### src/rtl/wb_lock_scheduler.sv
// Register-lock scoreboard and writeback scheduler: counts outstanding writers per register,
// arbitrates execution-unit writebacks round-robin onto one register-file port, releases locks on commit.
module wb_lock_scheduler #(
  parameter int NUM_REGS = 32,
  parameter int NUM_WB   = 4,
  parameter int XLEN     = 64,
  parameter int CNT_W    = 2,
  localparam int AW      = $clog2(NUM_REGS),
  localparam int PW      = (NUM_WB > 1) ? $clog2(NUM_WB) : 1
) (
  input  logic                   clk_i,
  input  logic                   arst_i,
  input  logic                   clear_i,
  input  logic                   launch_i,
  input  logic [AW-1:0]          launch_rd_i,
  output logic                   launch_ready_o,
  output logic [NUM_REGS-1:0]    locks_o,
  input  logic [NUM_WB-1:0]      wb_valid_i,
  input  logic [NUM_WB*AW-1:0]   wb_rd_i,
  input  logic [NUM_WB*XLEN-1:0] wb_data_i,
  output logic [NUM_WB-1:0]      wb_ready_o,
  output logic                   rf_we_o,
  output logic [AW-1:0]          rf_waddr_o,
  output logic [XLEN-1:0]        rf_wdata_o,
  output logic                   underflow_o
);

  localparam logic [CNT_W-1:0] CNT_MAX = '1;

  logic [CNT_W-1:0] cnt_q [NUM_REGS];
  logic [CNT_W-1:0] cnt_d [NUM_REGS];
  logic [PW-1:0]    ptr_q, ptr_d;
  logic             rf_we_q, rf_we_d;
  logic [AW-1:0]    rf_waddr_q, rf_waddr_d;
  logic [XLEN-1:0]  rf_wdata_q, rf_wdata_d;
  logic             underflow_q, underflow_d;

  logic             grant_v;
  logic [PW-1:0]    grant_idx;
  logic [AW-1:0]    grant_rd;
  logic [XLEN-1:0]  grant_data;
  logic             launch_acc;
  logic             inc, dec;

  assign launch_ready_o = (launch_rd_i == '0) || (cnt_q[launch_rd_i] != CNT_MAX);
  assign launch_acc     = launch_i && launch_ready_o && (launch_rd_i != '0) && !clear_i;

  always_comb begin
    locks_o = '0;
    for (int r = 1; r < NUM_REGS; r++) locks_o[r] = (cnt_q[r] != '0);
  end

  // Round-robin scan starting at ptr_q; no grant while flushing or in reset.
  always_comb begin : arb
    int idx;
    // NOTE: every combinational output gets a default first so no path can infer a latch.
    grant_v    = 1'b0;
    grant_idx  = '0;
    grant_rd   = '0;
    grant_data = '0;
    for (int i = 0; i < NUM_WB; i++) begin
      idx = int'(ptr_q) + i;
      if (idx >= NUM_WB) idx = idx - NUM_WB;
      if (!grant_v && wb_valid_i[PW'(idx)]) begin
        grant_v   = 1'b1;
        grant_idx = PW'(idx);
      end
    end
    if (arst_i || clear_i) grant_v = 1'b0;
    for (int u = 0; u < NUM_WB; u++) begin
      if (grant_idx == PW'(u)) begin
        grant_rd   = wb_rd_i[u*AW +: AW];
        grant_data = wb_data_i[u*XLEN +: XLEN];
      end
    end
  end

  assign wb_ready_o = grant_v ? (NUM_WB'(1) << grant_idx) : '0;

  always_comb begin
    ptr_d       = ptr_q;
    rf_we_d     = 1'b0;
    rf_waddr_d  = rf_waddr_q;
    rf_wdata_d  = rf_wdata_q;
    underflow_d = underflow_q;
    cnt_d       = cnt_q;
    inc         = 1'b0;
    dec         = 1'b0;
    if (clear_i) begin
      ptr_d       = '0;
      underflow_d = 1'b0;
      for (int r = 0; r < NUM_REGS; r++) cnt_d[r] = '0;
    end else begin
      if (grant_v) begin
        ptr_d      = (grant_idx == PW'(NUM_WB - 1)) ? '0 : grant_idx + 1'b1;
        rf_we_d    = (grant_rd != '0);
        rf_waddr_d = grant_rd;
        rf_wdata_d = grant_data;
      end
      // A launch and a commit to the same register on one edge cancel out.
      for (int r = 1; r < NUM_REGS; r++) begin
        inc = launch_acc && (launch_rd_i == AW'(r));
        dec = rf_we_q && (rf_waddr_q == AW'(r));
        if (dec && (cnt_q[r] == '0)) underflow_d = 1'b1;
        if (inc && !dec) cnt_d[r] = cnt_q[r] + 1'b1;
        else if (dec && !inc && (cnt_q[r] != '0)) cnt_d[r] = cnt_q[r] - 1'b1;
      end
      cnt_d[0] = '0;
    end
  end

  // NOTE: non-blocking assignments so every flop samples pre-edge values regardless of statement order.
  always_ff @(posedge clk_i or posedge arst_i) begin
    if (arst_i) begin
      ptr_q       <= '0;
      rf_we_q     <= 1'b0;
      rf_waddr_q  <= '0;
      rf_wdata_q  <= '0;
      underflow_q <= 1'b0;
      // NOTE: the count array is a small flop bank, not a RAM macro, so it is reset like any register.
      for (int r = 0; r < NUM_REGS; r++) cnt_q[r] <= '0;
    end else begin
      ptr_q       <= ptr_d;
      rf_we_q     <= rf_we_d;
      rf_waddr_q  <= rf_waddr_d;
      rf_wdata_q  <= rf_wdata_d;
      underflow_q <= underflow_d;
      cnt_q       <= cnt_d;
    end
  end

  assign rf_we_o     = rf_we_q;
  assign rf_waddr_o  = rf_waddr_q;
  assign rf_wdata_o  = rf_wdata_q;
  assign underflow_o = underflow_q;

endmodule

### config.mk
export PLATFORM = sky130hd
export DESIGN_NAME = wb_lock_scheduler
export DESIGN_NICKNAME = d
export VERILOG_FILES = /design/src/rtl/wb_lock_scheduler.sv
export SDC_FILE = /design/constraint.sdc
export NUM_CORES = 1
export LEC_CHECK = 0
export CAP_MARGIN = 10
export CORE_AREA = 2 2 152 154
export CTS_BUF_LIST = sky130_fd_sc_hd__clkbuf_8
export DETAILED_ROUTE_END_ITERATION = 12
export DIE_AREA = 0 0 154 156
export PLACE_DENSITY = 0.94
export SETUP_SLACK_MARGIN = 0.4
export SLEW_MARGIN = 20
export SYNTH_ARGS = -nofsm -noshare
export SYNTH_HDL_FRONTEND = slang
export SYNTH_SLANG_ARGS = --single-unit
export TNS_END_PERCENT = 30
### constraint.sdc
create_clock -name clk_i -period 5.4 [get_ports clk_i]
set_input_delay 1.08 -clock clk_i [delete_from_list [all_inputs] [get_ports clk_i]]
set_output_delay 1.08 -clock clk_i [all_outputs]
set_load 0.005 [all_outputs]
==> impl_metrics.yaml <==
run_status:
  outcome: "finished clean"
place:
  portBuffers: 395
  place.gp.congestion: 0.997
  dp.cells: 1936
  dpl_worst_slack_ns: 0.609
  dp_hpwl_mm: 33.4
final_layout:
  final_nets: 1964
  final_cell_mix: "clkdlybuf4s50_1, nand2_1, o21ai_0"
  final_cells: 1980
  drive_gt1_share_pct: 8.91
  area_growth_pct: 44.5
  mostFrequentLayoutCell: "clkdlybuf4s50_1"
  nFillCells: 1849
worst_setup_path:
  reg2reg_slack_ns: 2.07
  crit_top_cell: "clkdlybuf4s50_1"
  crit_family: "buffers and inverters"
  crit_type: "in -> out"
  worstPathRequired_ns: 4.32
  crit_path_max_fanout: 21
  worst_setup_path_start_kind: "input port"
  cp.buffers_inverters: 4
  critPathSlowestCell: "mux4_1"
  crit_chain: "clkdlybuf4s50_1 > buf_4 > mux4_1 > a22o_1 > nor2_4 > a21oi_4 > a21o_1 > inv_1 > clkdlybuf4s50_1"
  cpPeakStageDelay_ns: 0.60
  cp_data_arrival_time_ns: 3.72
  end_kind: "primary output"
synth:
  async_flop_share_pct: 100
  synth_nets: 1622
  synth_cell_type_count: 87
  ys_seq_elements: 135
  synth_flop_cell: "dfrtp_1"
  ys_warn_count: 0
  syn_inst: 1329
  synth_seq_area_share_pct: 33.1
  syn_area_um2: 10200
  syn_avg_cell_area_um2: 7.67
  synth-edff-count: 0
power_and_ir_drop:
  leakagePower_nw: 5.87
  peakVddDrop_mv: 0.157
  p_per_area_nw_per_um2: 251
detailed_routing:
  routedWlPerCell_um: 22.0
  first_pass_iters: 6
  drtIter0Drc: 1272
  via_per_inst: 5.97
  detail-route-antenna-nets: 0
  drc: 0
  finalWirelength_mm: 43.5
  via_count: 11818
clock_network:
  clock_latency_ns: 0.47
  clockRootBuffer: "clkbuf_8"
  cts_buffers: 17
  cts_resized: 0
  cts_tree: "yes"
  path_clk_slew_ns: 0.09
  clockBufferDepth: 2
  postCtsHoldBufs: 0
  post_cts.repair.setup_buffers: 0
  cts.sinks: 135
  htreeDepth: 4
global_route:
  top_usage_layer: "met2"
  grt_overflow: 0
  grt_pass1_wl_mm: 65.4
  use_met2_pct: 56.5
  met3_usage_pct: 13.8
  grt_util_all_layers_pct: 35.6
  grt_pass1_vias: 11308
  grt_antenna_before_repair: 14
  grtUsageMet1_pct: 43.4
  grt_max_degree: 130
floorplan:
  row_count: 55
  start_util_pct: 45.6
  dieArea_um2: 24000
  io_pins: 397
  core_um2: 22400
  dieWidth_um: 154
  die_y_um: 156
timing:
  skew_ns: 0.0141
  fin_crit_sh_pct: 88.8
  fmax_mhz: 208
  setup_tns_ns: 0
  setup_slack_ns: 0.602
  final-setup-viol-count: 0
  relSlewSlack_pct: 21.8
  tightest_slew_ns: 1.16
  period_needed_ns: 4.80
  report.final.slew_viol_count: 0
  hold_viol_final: 0
  rsz0062_at_grt: "false"
worst_hold_path:
  worstHoldPathType: "reg -> reg"
job:
  maxCapViolCount: 0
-- synthesized netlist by cell type, types with 6 or more instances --
cell	count	share of area [%]
clkbuf_1	77	2.8
buf_2	7	0.34
nor3b_1	10	0.74
mux2i_1	76	7.5
nand4_1	9	0.55
nor2_1	116	4.3
buf_1	7	0.26
o21ai_0	160	7.9
nand3_1	15	0.74
a211oi_1	20	1.5
buf_6	6	0.66
nor4_1	7	0.43
o22ai_1	10	0.61
or3_1	16	0.98
nor2b_1	12	0.74
nand2_1	262	9.6
nor3_1	21	1.0
a311oi_1	7	0.60
mux2_2	7	0.77
a221oi_1	8	0.69
and2_1	18	1.1
inv_1	17	0.63
nand2b_1	11	0.67
dfrtp_1	135	33
o21a_1	9	0.66
a21oi_1	126	6.2
or2_2	41	2.5
-- final cells by class --
cell class              instances  area, um^2  share of cell area, %
multi-input cells            1077        6350                   43.1
repair buffers                423        4180                   28.4
flip-flops and latches        135        3380                   22.9
well taps                     285         357                   2.42
clock buffers                  18         248                   1.68
clock inverters                14         126                  0.858
inverters                      17        71.3                  0.484
diodes                         11        27.5                  0.187
-- per-layer routing --
metal  share of wire [%]  wire length, um  up-vias
met5                0.15               65        -
met4                 4.4             1930       10
met3                  12             5430      150
met2                  46            19900      728
met1                  37            16200     5514
li1                    -                -     5416
-- registers in the layout, indices dropped and copies added (netlist names) --
| register | cells |
|---|---|
| cnt_q | 62 |
| ptr_q | 2 |
| rf_waddr_o | 5 |
| rf_wdata_o | 64 |
| rf_we_o | 1 |
| underflow_o | 1 |
-- logic make-up (layout without fill, tap and decap cells) --
kind of cell / Yosys count / after routing / share of synthesized area [%]
flip-flops: 135 / 135 / 33.1
other: 1 / 12 / 0.0368
AO/OA/AOI/OAI: 406 / 406 / 24.3
adder cells (fa/ha/maj): 4 / 4 / 0.491
AND/OR/NAND/NOR: 569 / 569 / 26.2
XOR/XNOR: 3 / 3 / 0.258
multiplexers: 94 / 94 / 10.5
buffers and inverters: 117 / 472 / 5.07
-- power breakdown --
group	switching (mW)	internal, mW	leakage, nW	total [mW]
Clock	0.458	0.377	0.172	0.835
Combinational	0.804	0.751	3.89	1.56
Sequential	0.137	1.16	1.81	1.30
-- per-stage QoR --
stage | cell area, um^2 | power (mW) | hold WS (ns) | util (%)
after floorplan | 10200 | 2.01 | 0.473 | -
after global routing | 14700 | 3.89 | 0.514 | 65.8
final | 14700 | 3.69 | 0.486 | 65.9
after global placement | 14300 | 2.81 | 0.461 | 63.9
after detailed placement | 14300 | 2.84 | 0.470 | 63.9
after CTS | 14700 | 3.67 | 0.490 | 65.6
-- final timing paths --
kind | startpoint | to | cells past startpoint
max reg2reg | ptr_q[1] | rf_we_o | 12
max in group asynchronous | arst_i | cnt_q[59] | 3
min reg2reg | rf_wdata_o[11] | rf_wdata_o[11] | 2
min in group asynchronous | arst_i | rf_wdata_o[56] | 2
max | launch_rd_i[0] | launch_ready_o | 9
min | rf_wdata_o[11] | rf_wdata_o[11] | 2
-- tightest hold or removal path: stages (launching register included) --
cell and delay (ns):
dfrtp_1 0.35, nand2_1 0.04, o21ai_0 0.06
No activity file was read; power rests on OpenSTA's default activity.
==> RTL change, RTL diff (same settings) <==
Make the reset (`arst_i`) synchronous in one clocked block.
--- a/src/rtl/wb_lock_scheduler.sv
+++ b/src/rtl/wb_lock_scheduler.sv
@@ -110,7 +110,7 @@
   end
 
   // NOTE: non-blocking assignments so every flop samples pre-edge values regardless of statement order.
-  always_ff @(posedge clk_i or posedge arst_i) begin
+  always_ff @(posedge clk_i) begin
     if (arst_i) begin
       ptr_q       <= '0;
       rf_we_q     <= 1'b0;
Function: changed (a bounded check fails within 4 cycles, from zero or initial values and one cycle with arst_i high; the reset may be asserted at any time).
==> RTL change against the original RTL <==
Non-clock buffer count is 2 lower. Clock skew increased by 0.0029 ns. Combinational power fell by 40%. Sequential cell count unchanged. Design area decreased by 6.6%. Setup slack got worse by 0.025 ns. Power down 21%. Synthesized area shrank 9.3%. Wire length grew 0.30%. Critical path type unchanged. Critical endpoint unchanged. Largest power group is now registers.
==> RTL change: results (changes against the original RTL) <==
[metrics] routed wl met2: 19.9 mm (about the same)
[metrics] r2r setup slk: 1.79 ns (-0.28 ns)
[metrics] placed cells: 1882 (-2.8%)
[metrics] compound-gate portion of the synthesized area: 29.4% (+5.1 points)
[metrics] placed wire-length estimate: 34.0 mm (+1.7%)
[metrics] synthesized net count: 1571 (-3.1%)
[metrics] Slowest Stage Delay on Critical Path: 0.85 ns (+0.25 ns)
[metrics] part of the Yosys area used for sequential elements: 29.2% (-3.9 points)
[metrics] most used flip-flop cell after synthesis: dfxtp_1
[metrics] synthesized instance count: 1278 (-3.8%)
[metrics] Setup Skew: 0.0170 ns (+0.00290 ns)
[metrics] biggest area contributors in the synthesized netlist: dfxtp_1 29%, nor2_1 8.9%, a21oi_1 8.7%
[metrics] normalized max-slew margin: 37.3% (+15 points)
[metrics] Gate power share: 31.8% (-10 points)
[metrics] result of the run: completed
[metrics] drt first-iter violations: 1299 (+2.1%)
[metrics] total power: 2.93 mW (-21%)
[metrics] Hold Worst Slack: 0.492 ns (+0.00513 ns)
[metrics] dpl cell area: 0.0133 mm2 (-6.7%)
[metrics] vias in the first global route: 11200 (-1.3%)
[metrics] wire length on met3: 5.02 mm (-7.5%)
[metrics] adder-cell share of the synthesized area: 0.541% (+0.050 points)
[metrics] GRT Resource Usage Total: 34.9% (-0.76 points)
[metrics] cell internal pwr: 1.95 mW (-15%)
[metrics] peak supply drop: 0.141 mV (-10%)
[metrics] initial antenna violation count: 9 (-5)
[metrics] clock edge transition at the registers on the reported setup and hold paths: 0.07 ns (-0.02 ns)
RTL change: changes by cell type after synthesis, moves of 65 or more:
cell,before,now
nand2_1,262,89
dfrtp_1,135,0
dfxtp_1,0,135
nor2_1,116,219
mux2i_1,76,4
o21ai_0,160,89
a22oi_1,3,68
RTL change: worst max-delay path: cells and delay by family:
kind            cells  cell delay (ns)
mux                 1             0.50
simple gates        2             0.30
compound gates      2             0.21
buf+inv             3             1.65
RTL change: cell families (layout without fill, tap and decap cells):
| logic type | count (synthesis) | count (layout) |
|---|---|---|
| AND/OR/NAND/NOR | 546 | 546 |
| AO/OA/AOI/OAI | 438 | 438 |
| flip-flops | 135 | 135 |
| buffers and inverters | 118 | 469 |
| multiplexers | 22 | 22 |
| XOR/XNOR | 14 | 14 |
| adder cells (fa/ha/maj) | 4 | 4 |
| other | 1 | 7 |
RTL change: path summary, 6_finish.rpt:
kind / startpoint / to / cells after the start
worst max-delay path: launch_rd_i[0] / launch_ready_o / 8
worst min-delay path: rf_wdata_o[61] / rf_wdata_o[61] / 2
worst max register to register: ptr_q[1] / rf_we_o / 11
worst min register to register: rf_wdata_o[61] / rf_wdata_o[61] / 2
RTL change: cell type report:
type                       instances  area (um2)
antenna                            6        15.0
clock buffer                      18         248
clock inverter                    14         146
fill                            1996        8610
inverter                          16        60.1
multi-input combinational       1025        6090
sequential                       135        2700
tap                              285         357
timing repair buffer             421        4140
RTL change: per-layer routing:
| layer | global-route usage (%) | vias up |
|---|---|---|
| li1 | - | 5365 |
| met1 | 42.3 | 5599 |
| met2 | 55.7 | 725 |
| met3 | 11.2 | 151 |
| met4 | 17.7 | 8 |
| met5 | 0 | - |
